`config.mk`:
```
export PLATFORM = sky130hd
export DESIGN_NAME = shield_renderer
export DESIGN_NICKNAME = d
export VERILOG_FILES = /design/src/rtl/shield_renderer.sv
export SDC_FILE = /design/constraint.sdc
export NUM_CORES = 1
export LEC_CHECK = 0
export BUFFER_PORTS_ARGS = -buffer_cell sky130_fd_sc_hd__clkbuf_2
export CORE_MARGIN = 5
export CORE_UTILIZATION = 35
export DETAILED_ROUTE_END_ITERATION = 8
export GPL_ROUTABILITY_DRIVEN = 0
export SETUP_SLACK_MARGIN = 0.05
export SYNTH_ARGS = -nofsm -noshare
export SYNTH_HDL_FRONTEND = slang
export SYNTH_SLANG_ARGS = --single-unit
```
`constraint.sdc`:
```
create_clock -name clk_in -period 3.2 [get_ports clk_in]
set_input_delay 0.32 -clock clk_in [delete_from_list [all_inputs] [get_ports clk_in]]
set_output_delay 0.32 -clock clk_in [all_outputs]
set_load 0.02 [all_outputs]
```
`src/rtl/shield_renderer.sv`:
```
//------------------------------------------------------------------------------
// shield_renderer : two-stage pipelined shield-bar sprite with a frame-counted
//                   hit flash and a frame-synchronous rotation latch.
// Revision 1.0
//------------------------------------------------------------------------------
`default_nettype none

module shield_renderer #(
  parameter int unsigned LEN          = 32,
  parameter int unsigned THICK        = 4,
  parameter int unsigned GAP          = 20,
  parameter logic [11:0] COLOR        = 12'h0FF,
  parameter logic [11:0] FLASH_COLOR  = 12'hF00,
  parameter int unsigned FLASH_FRAMES = 8
) (
  input  logic        clk_in,
  input  logic        rst_in,
  input  logic [10:0] hcount_in,
  input  logic [9:0]  vcount_in,
  input  logic        new_frame_in,
  input  logic [10:0] x_in,
  input  logic [9:0]  y_in,
  input  logic [1:0]  rotate_in,
  input  logic        hit_in,
  input  logic        enable_in,
  output logic [11:0] pixel_out,
  output logic        in_shield_out,
  output logic        flashing_out
);

  localparam logic signed [12:0] C_HALF  = 13'(LEN / 2);
  localparam logic signed [12:0] C_GAP   = 13'(GAP);
  localparam logic signed [12:0] C_THICK = 13'(THICK);
  localparam logic signed [12:0] C_ONE   = 13'sd1;
  localparam logic [7:0]         C_FLASH_LOAD = 8'(FLASH_FRAMES);

  localparam logic [1:0] ROT_UP    = 2'd0;
  localparam logic [1:0] ROT_RIGHT = 2'd1;
  localparam logic [1:0] ROT_DOWN  = 2'd2;

  logic [1:0]  rot_q, rot_d;
  logic [7:0]  flash_cnt_q, flash_cnt_d;
  logic        flashing_q, flashing_d;
  logic [3:0]  cmp_q, cmp_d;
  logic        en_s1_q, en_s1_d;
  logic [11:0] pixel_q, pixel_d;
  logic        in_shield_q, in_shield_d;

  logic signed [12:0] w_cx, w_cy, w_h, w_v;
  logic signed [12:0] w_xlo, w_xhi, w_ylo, w_yhi;
  logic               w_hit;

  // Signed 13-bit space lets bounds go negative so bars clip at the screen edge.
  always_comb begin
    w_cx = signed'({2'b00, x_in});
    w_cy = signed'({3'b000, y_in});
    w_h  = signed'({2'b00, hcount_in});
    w_v  = signed'({3'b000, vcount_in});
    w_xlo = w_cx - C_HALF;
    w_xhi = w_cx + C_HALF - C_ONE;
    w_ylo = w_cy - C_GAP - C_THICK;
    w_yhi = w_cy - C_GAP - C_ONE;
    case (rot_q)
      ROT_UP: ;
      ROT_DOWN: begin
        w_ylo = w_cy + C_GAP;
        w_yhi = w_cy + C_GAP + C_THICK - C_ONE;
      end
      ROT_RIGHT: begin
        w_xlo = w_cx + C_GAP;
        w_xhi = w_cx + C_GAP + C_THICK - C_ONE;
        w_ylo = w_cy - C_HALF;
        w_yhi = w_cy + C_HALF - C_ONE;
      end
      default: begin
        w_xlo = w_cx - C_GAP - C_THICK;
        w_xhi = w_cx - C_GAP - C_ONE;
        w_ylo = w_cy - C_HALF;
        w_yhi = w_cy + C_HALF - C_ONE;
      end
    endcase
  end

  always_comb begin
    rot_d = new_frame_in ? rotate_in : rot_q;

    flash_cnt_d = flash_cnt_q;
    if (hit_in) begin
      flash_cnt_d = C_FLASH_LOAD;
    end else if (new_frame_in && (flash_cnt_q != 8'd0)) begin
      flash_cnt_d = flash_cnt_q - 8'd1;
    end
    flashing_d = (flash_cnt_d != 8'd0);

    cmp_d   = {(w_h >= w_xlo), (w_h <= w_xhi), (w_v >= w_ylo), (w_v <= w_yhi)};
    en_s1_d = enable_in;

    w_hit       = (&cmp_q) & en_s1_q;
    in_shield_d = w_hit;
    pixel_d     = 12'h000;
    if (w_hit) begin
      pixel_d = flash_cnt_q[0] ? FLASH_COLOR : COLOR;
    end
  end

  always_ff @(posedge clk_in or posedge rst_in) begin
    if (rst_in) begin
      rot_q       <= ROT_UP;
      flash_cnt_q <= 8'd0;
      flashing_q  <= 1'b0;
      cmp_q       <= 4'd0;
      en_s1_q     <= 1'b0;
      pixel_q     <= 12'h000;
      in_shield_q <= 1'b0;
    end else begin
      rot_q       <= rot_d;
      flash_cnt_q <= flash_cnt_d;
      flashing_q  <= flashing_d;
      cmp_q       <= cmp_d;
      en_s1_q     <= en_s1_d;
      pixel_q     <= pixel_d;
      in_shield_q <= in_shield_d;
    end
  end

  assign pixel_out     = pixel_q;
  assign in_shield_out = in_shield_q;
  assign flashing_out  = flashing_q;

endmodule

`default_nettype wire
```
==> results.md, run 1 <==
Critical path:
- The reg-to-reg setup timing slack is 0.44 ns.
- The largest delay contributor family on the critical path is compound AO/OA/AOI/OAI gates.
- The worst setup path is captured at a flop.
- The critical register-to-register path startpoint is rot_q[0]$_DFFE_PP0P_.
- The peak per-stage delay on the critical path is 0.50 ns.
- The length in cells of the worst reg-to-reg path is 9.
- The capturing point of the worst reg2reg path is cmp_q[3]$_DFF_PP0_.
- The worst endpoint required time is 3.34 ns.
- Of all nets on the critical path, the largest fanout is 5.
- The number of buffers and inverters on the critical path is 2.
- The kind of start point of the critical path is an input pin.
- The setup path with the least slack is of type input pin to flop.
- The cell with the largest stage delay on the worst path is a2111o_1.
- The critical path goes through buf_8, clkinvlp_4, ha_4, a2111o_1, xor2_2, nand3_4, nor3b_2, xor2_1, a31o_1, ha_2, or4_1, a2111oi_4, a2111oi_0, a221o_1.
- The start point of the critical path is x_in[3].
- The data arrival time of the critical path is 3.33 ns.

Timing:
- For the pin with the worst max-slew slack, the measured transition is roughly 0.76 ns.
- Setup repair after global routing could not meet its margin everywhere.
- The worst clock skew is between 0.001 and 0.0015 ns.
- The final hold violation count came to 0.
- The final-report max-slew violation count came to 0.
- The post-route minimum period is 3.19 ns.
- In the post-route analysis, the smallest setup slack over all paths is 0.00904 ns.
- Timing would allow up to approximately 0.31 GHz.
- The worst pin sits at a relative slew slack of roughly 48%.
- The period utilization is between 90% and 100%.
- The total negative slack is 0 ns.
- The number of setup violations in the final report is 0.

Place:
- The HPWL reported at the end of detailed placement is between 10000 and 15000 um.
- Before CTS, the worst setup slack after placement is -0.567 ns.
- Buffers placed on the I/O ports in this run total 62.
- After detailed placement, the total cell area comes to 0.00596 mm^2.

Route:
- The total routed wirelength is 15500 um.
- For this run, design rule violations remaining after detail routing come to 0.
- The remaining antenna violation count is 0.
- After the first detailed-routing iteration, the DRC count stood at 433.
- The wire length per cell after detailed routing is roughly 16 um.
- Summing over every cut layer, the via total after detailed routing is 5195.
- Dividing the detail-routed via count by the number of cells gives ~5.5.
- The iteration count of the initial detailed-routing pass is 5.

Clock network:
- The CTS root buffer is clkbuf_16.
- Counting along the longest clock path gives a buffer depth of 2.
- The insertion delay to the later sink of the worst-skew pair is 0.26 ns.
- The number of clock sinks seen by CTS is 19.
- The clock tree from TritonCTS is built.
- The maximum level of the CTS H-tree is 1.
- The clock buffer count from CTS is 3.
- Clock-pin slew was measured on the worst setup and hold paths at 0.05 ns.

Logic synthesis:
- The sequential element share of the synthesized area is 10.2%.
- The average footprint of a synthesized cell is 7.47 um^2.
- In the synthesized netlist, the cells that appear most often are ha_1, xnor2_1, nor2_1, o21ai_0, nand2_1.
- The warning count from the yosys run is 0.
- Ranked by total cell area, the synthesized netlist is headed by ha_1, dfrtp_1, xnor2_1.
- Summed over all instances, the cell type with the most area after synthesis is ha_1.
- The number of distinct library cells after synthesis is 72.
- ha_1 is the most common cell in the netlist.
- The summed instance area of the synthesized netlist is 0.00467 mm^2.
- For this run, asynchronously set or reset flops after synthesis account for 100%.
- The synthesized instance count is between 600 and 700.
- In this run, synthesis inferred 0 flip-flops with an integrated enable.
- The post-synthesis net count is 741.
- Summed over its instances, the top area cell type makes up 17.9% of the synthesized netlist area.
- The most used flip-flop cell after synthesis is dfrtp_1.
- In this run, synthesis produced a sequential element count of 19.

Power:
- The clock share of power is 15.5%.
- The analysis attributes to cell leakage a power of 2.81 nW.
- Combinational logic is responsible for 66.2% of the overall power.
- For this design the total switching power over the nets is ~0.00073 W.
- Dividing total power by cell area gives a power density of between 200 and 300 mW/mm^2.
- The fraction of power spent switching nets is 43.4%.
- Across the VDD grid, the largest voltage drop is 161 uV.
- In this run, flip-flops and latches consume 18.3% of the power.
- The internal portion of total power is 0.000957 W.

Die:
- The total I/O pin count is 63.
- The core region is 0.0132 mm^2.
- The number of cell rows is 42.
- The height of the die is 126 um.
- The chip width is 126 um.
- The initial core utilization is between 30% and 40%.
- The floorplan die area is around 0.016 mm^2.

Final layout:
- After the last flow step, the layout net total stands at 893.
- The post-route netlist has between 30 and 40% of its cells at a drive strength greater than 1.
- At the end of the flow the core is filled with cells to just under 50%.
- The cell area after layout is between 0.006 and 0.007 mm^2.
- The antenna diode instance count is 0.
- Relative to the synthesized area, the layout overhead comes to 36.7%.

GRT:
- The first-pass GRT wire length is 24900 um.
- In the global route stage, overall resource usage came out at 18.7%.
- The number of global-route vias before repair was 5024.
- The total overflow left after global routing is 0.
- The largest net degree at the start of global routing is 22.
- The number of antenna violations at the first check in global routing is 0.

Outcome:
- The run finished with clean final reports.

Run:
- Max-cap violations in this run came to 0.

Min path:
- The tightest min-delay check is of the input pin to asynchronous set/reset pin type.
-- repair_timing --
item	4_1_cts	5_1_grt
hold buffers	0	0
buffers inserted	5	1
pin swaps	8	20
hold endpoints to repair	0	0
endpoints found under the setup margin	4	4
resized for setup	31	37
cloned	0	0
-- metrics by stage --
step,cells,hold slack [ns],total power (W)
after floorplan,625,0.271,0.000966
after global placement,942,0.446,0.00130
after detailed placement,942,0.438,0.00133
after CTS,951,0.180,0.00164
after global routing,952,0.184,0.00183
final,952,0.158,0.00169
-- power groups by stage --
stage,Combinational (W),Clock [W],Sequential (W)
finish,0.00112,0.000262,0.000308
global route,0.00124,0.000279,0.000314
CTS,0.00107,0.000266,0.000308
detailed placement,0.00102,0,0.000311
global placement,0.000990,0,0.000310
floorplan,0.000660,0,0.000306
-- flip-flops by register name, summed over array words and instances (netlist names) --
signal / count
cmp_q: 4
en_s1_q: 1
flash_cnt_q: 8
flashing_out: 1
in_shield_out: 1
pixel_out: 2
rot_q: 2
-- cell type report --
class	count	area (um^2)
fillers	1287	6810
multi-input cells	534	4180
repair buffers	193	1330
flip-flops and latches	19	475
well taps	176	220
inverters	26	104
clock buffers	3	75.1
clock inverters	1	5.00
-- placed cells by master, fill, tap and decap left out, types with 5 or more instances in the layout --
master and instances:
xor2_1 32, nand2b_1 7, nand3_1 11, ha_1 61
inv_1 22, dfrtp_1 19, and3_1 6, o21ai_0 35
a22oi_1 5, nand4_1 16, nand2_1 42, nor2_1 49
xnor2_2 5, buf_4 130, o211ai_1 8, nor3_1 15
a21oi_1 35, nor2b_1 9, nand3b_1 5, o21ai_1 9
o21a_1 6, clkbuf_2 59, xnor2_1 49, or3_1 7
nor4_2 5
-- cell families (layout without fill, tap and decap cells) --
logic type	count (synthesis)	after routing	share of synthesized area (%)
and+or+nand+nor	210	210	23.8
AOI/OAI and AO/OA	161	161	22.7
xor gates and xnor gates	90	90	16.9
buffers and inverters	72	223	7.21
adders and majority gates	67	67	17.9
DFF	19	19	10.2
muxes	6	6	1.37
-- how the worst max path moves through the flow --
stage / depth (start not counted) / to / slack [ns]
final: 14 / cmp_q[3]$_DFF_PP0_ / 0.009
after CTS: 16 / cmp_q[2]$_DFF_PP0_ / 0.02
after global routing: 16 / cmp_q[2]$_DFF_PP0_ / -0.20
after floorplan: 13 / cmp_q[3]$_DFF_PP0_ / -0.10
after global placement: 15 / cmp_q[2]$_DFF_PP0_ / -0.40
after detailed placement: 16 / cmp_q[2]$_DFF_PP0_ / -0.57
-- routing by layer --
metal  part of all wire (%)  routed length, um  track usage [%]  up-vias
met5                      0                  0                0        -
met4                    3.0                472             5.55        0
met3                    4.2                659             1.11       44
met2                     49               7680             33.6      180
met1                     43               6700             23.9     2416
li1                       -                  -                -     2555
Note: power is estimated with default switching activity, not from simulation.
==> inputs of run 2 (changes only) <==
CORE_MARGIN = 2   (was 5)
RECOVER_POWER = 50   (was not set)
==> run 2 against run 1 <==
  * The run now ends with setup timing left
  * Routed wire length down 1.8%
  * Critical path depth up 3
  * Clock skew about the same
  * Core utilization up 1.0 points
  * Setup slack worse by 0.028 ns
  * Design area up 1.7%
  * Power up 0.95%
  * Combinational power about the same
  * First-iteration DRC count down 16%
  * Largest power group unchanged
  * Non-clock buffer count up 3
  * Fmax down 0.86%
  * Register-to-register slack worse by 0.05 ns
==> results.md, run 2 (synthesis results as in run 1) <==
Outcome:
- The run finished, with violations left.
- The checks that failed: setup timing.

Final layout:
- The area growth from synthesis to layout is 39.0%.
- The final net count is 896 (+0.34%).
- The number of fill cells came to 1314 (+2.1%).
- The library cells used most frequently in the layout, excluding fill and tap cells, are buf_4, ha_1, clkbuf_2, nor2_1, xnor2_1.
- The top register by number of flip-flops is flash_cnt_q.
- The number of flip-flops under the largest register name is 8 (unchanged).
- The antenna diode instance count came to 0 (unchanged).
- The leading cell type in the layout, fill and taps excluded is buf_4.
- In the final layout, the registers with the most flip-flops are flash_cnt_q: 8 flops, cmp_q: 4 flops.
- The fraction of final layout cells with drive strength greater than 1 is 35.0% (+1.3 points).

Critical path:
- The kind of cell with the highest combined delay along the critical path is simple AND/OR/NAND/NOR gates.
- The signal on the critical path passes through clkbuf_8, buf_4, ha_1, and2_1, o221a_2, and4b_1, nor3b_4, a2bb2oi_2, o211ai_1, ha_1, nand3_1, nor4_2, nor4_2, o21ai_2, buf_4, a21oi_1, o32ai_1.
- The peak per-stage delay on the critical path came to 0.35 ns (-0.15 ns).
- The class of the most critical setup path is input pin to flop.
- The worst setup path is launched from an input pin.
- The worst endpoint required time is 3.33 ns (about the same).
- The data arrival time of the critical path came to 3.34 ns (about the same).
- The largest fanout of any net on the critical path is 4 (-1).
- The worst path buffer plus inverter count is 3 (+1).
- The cell with the largest stage delay on the worst path is ha_1.
- The nature of the critical path endpoint is a flop.

Die:
- The floorplan die area came to 0.0143 mm^2 (-9.3%).
- The total I/O pin count is 63 (unchanged).
- The number of cell rows is 42 (unchanged).
- The chip width came to 120 um (-4.8%).
- The height of the die is 120 um (-4.8%).
- The standard cell core area is 0.0131 mm^2 (-0.40%).
- The initial core utilization came to 35.6% (+0.14 points).

Clock network:
- The maximum level of the CTS H-tree is 1 (unchanged).
- The clock tree from TritonCTS is built.
- The post-CTS clock slew at the launch and capture registers of the worst setup and hold paths was 0.05 ns (about the same).
- The number of clock sinks seen by CTS is 19 (unchanged).
- The maximum buffer depth of the clock tree is 2 (unchanged).
- The clock buffer count from CTS is 3 (unchanged).
- The insertion delay to the later sink of the worst-skew pair is 0.25 ns (about the same).
- The tree is rooted in a clkbuf_16.

Route:
- The remaining antenna violation count is 0 (unchanged).
- The via density per instance is 5.46 (about the same).
- The wire length per cell after detailed routing is 16.0 um (-2.1%).
- The initial DRC count is 362 (-16%).
- The number of vias after detailed routing is 5210 (+0.29%).
- The total routed wirelength came to 15200 um (-1.8%).
- The iteration count of the initial detailed-routing pass is 4 (-1).
- The number of design rule violations left after detail routing is 0 (unchanged).

GRT:
- The largest net degree at the start of global routing is 20 (-9.1%).
- The first-pass GRT wire length is 24800 um (-0.69%).
- The number of antenna violations at the first check in global routing came to 0 (unchanged).
- The final global-route overflow total is 0 (unchanged).
- The number of global-route vias before repair was 5270 (+4.9%).
- The total routing usage reported by global routing was 20.9% (+2.3 points).

Place:
- The worst slack at placement is -0.546 ns (+0.0209 ns).
- The HPWL reported at the end of detailed placement is 12300 um (-2.0%).
- The quantity of I/O buffers inserted on ports was 62 (unchanged).

Timing:
- The setup slack of the critical path after layout came to -0.0188 ns (-0.0278 ns).
- The final-report max-slew violation count is 0 (unchanged).
- The transition time of the tightest slew-check pin is 0.997 ns (+0.234 ns).
- Setup repair after global routing could not meet its margin everywhere.
- The period utilization is 101% (+0.87 points).
- The worst clock skew was 0.00164 ns (+0.000266 ns).
- The maximum achievable frequency came to 0.311 GHz (-0.86%).
- The post-route minimum period is 3.22 ns (+0.0278 ns).
- The number of setup violations in the final report is 1 (+1).
- The tightest slew margin relative to the limit came to 31.8% (-16 points).
- The final hold violation count is 0 (unchanged).

Power:
- The reported net switching power is 0.000734 W (+0.27%).
- The total power density per cell area is 263 mW/mm^2 (-0.74%).
- The total power is 0.00171 W (+0.95%).
- The clock share of power came to 15.3% (-0.2 points).
- The maximum ir drop on the vdd rail was 110 uV (-32%).
- The proportion of power drawn by flip-flops and latches is 18.0% (-0.3 points).
- The fraction of power spent switching nets is 43.1% (-0.29 points).
- The standby leakage power came to 2.85 nW (+1.3%).
- The portion of total power attributed to combinational logic was 66.7% (+0.5 points).
- The internal portion of total power is 0.000971 W (+1.5%).

Run:
- The max-cap check violation count is 0 (unchanged).

Min path:
- The min-delay analysis places its worst path in the category input pin to asynchronous set/reset pin.
## run 2: area by class of cell
cell class | instances | area (um^2) | share of cell area, %
multi-input cells | 534 | 4260 | 65.6
well taps | 176 | 220 | 3.39
clock inverters | 1 | 7.51 | 0.116
clock buffers | 3 | 75.1 | 1.16
flip-flops and latches | 19 | 475 | 7.32
inverters | 26 | 104 | 1.60
repair buffers | 196 | 1350 | 20.9
## run 2: worst paths after layout
| path | startpoint | endpoint | slack, ns | cells past startpoint |
|---|---|---|---|---|
| max in group asynchronous | rst_in | cmp_q[0]$_DFF_PP0_ | 2.59 | 2 |
| max | x_in[3] | cmp_q[2]$_DFF_PP0_ | -0.02 | 17 |
| min | rst_in | in_shield_out$_DFF_PP0_ | 0.16 | 2 |
| min reg2reg | flash_cnt_q[0]$_DFF_PP0_ | pixel_out[7]$_DFF_PP0_ | 0.51 | 1 |
| min in group clk_in | enable_in | en_s1_q$_DFF_PP0_ | 0.19 | 1 |
| max reg2reg | rot_q[1]$_DFFE_PP0P_ | cmp_q[2]$_DFF_PP0_ | 0.39 | 13 |
## run 2: worst reg2reg max path: cells and delay by family (launching register included)
family / cells / cell delay, ns
buf+inv: 2 / 0.38
simple gates: 5 / 0.81
fa+ha+maj: 1 / 0.30
flops: 1 / 0.43
compound gates: 5 / 0.77
## run 2: power by group through the flow
stage          clock [W]  combinational, W  sequential (W)
2_1_floorplan          0          0.000660        0.000306
3_3_place_gp           0          0.000995        0.000310
3_5_place_dp           0           0.00102        0.000310
4_1_cts         0.000270           0.00107        0.000307
5_1_grt         0.000281           0.00125        0.000312
6_report        0.000261           0.00114        0.000308
## run 2: metrics by stage
step | hold slack (ns) | instances | setup TNS (ns) | util (%) | cell area [um^2]
2_1_floorplan | 0.271 | 625 | -0.291 | - | 4740
3_3_place_gp | 0.445 | 946 | -1.48 | 45.5 | 5980
3_5_place_dp | 0.446 | 946 | -1.80 | 45.5 | 5980
4_1_cts | 0.187 | 954 | -0.00900 | 47.6 | 6250
5_1_grt | 0.185 | 955 | -0.256 | 49.4 | 6490
6_report | 0.159 | 955 | -0.0188 | 49.4 | 6490
## run 2: timing repair
action | in CTS | in global routing
setup endpoints to repair | 4 | 4
hold buffers | 0 | 0
resized for setup | 32 | 59
pin swaps | 11 | 29
setup buffers | 4 | 1
## run 2: layer usage
| metal | GRT usage (%) | part of all wire (%) | vias to the layer above |
|---|---|---|---|
| li1 | - | - | 2567 |
| met1 | 25.9 | 43 | 2474 |
| met2 | 38.4 | 51 | 137 |
| met3 | 1.05 | 3.0 | 32 |
| met4 | 7.28 | 2.8 | 0 |
| met5 | 0 | 0 | - |
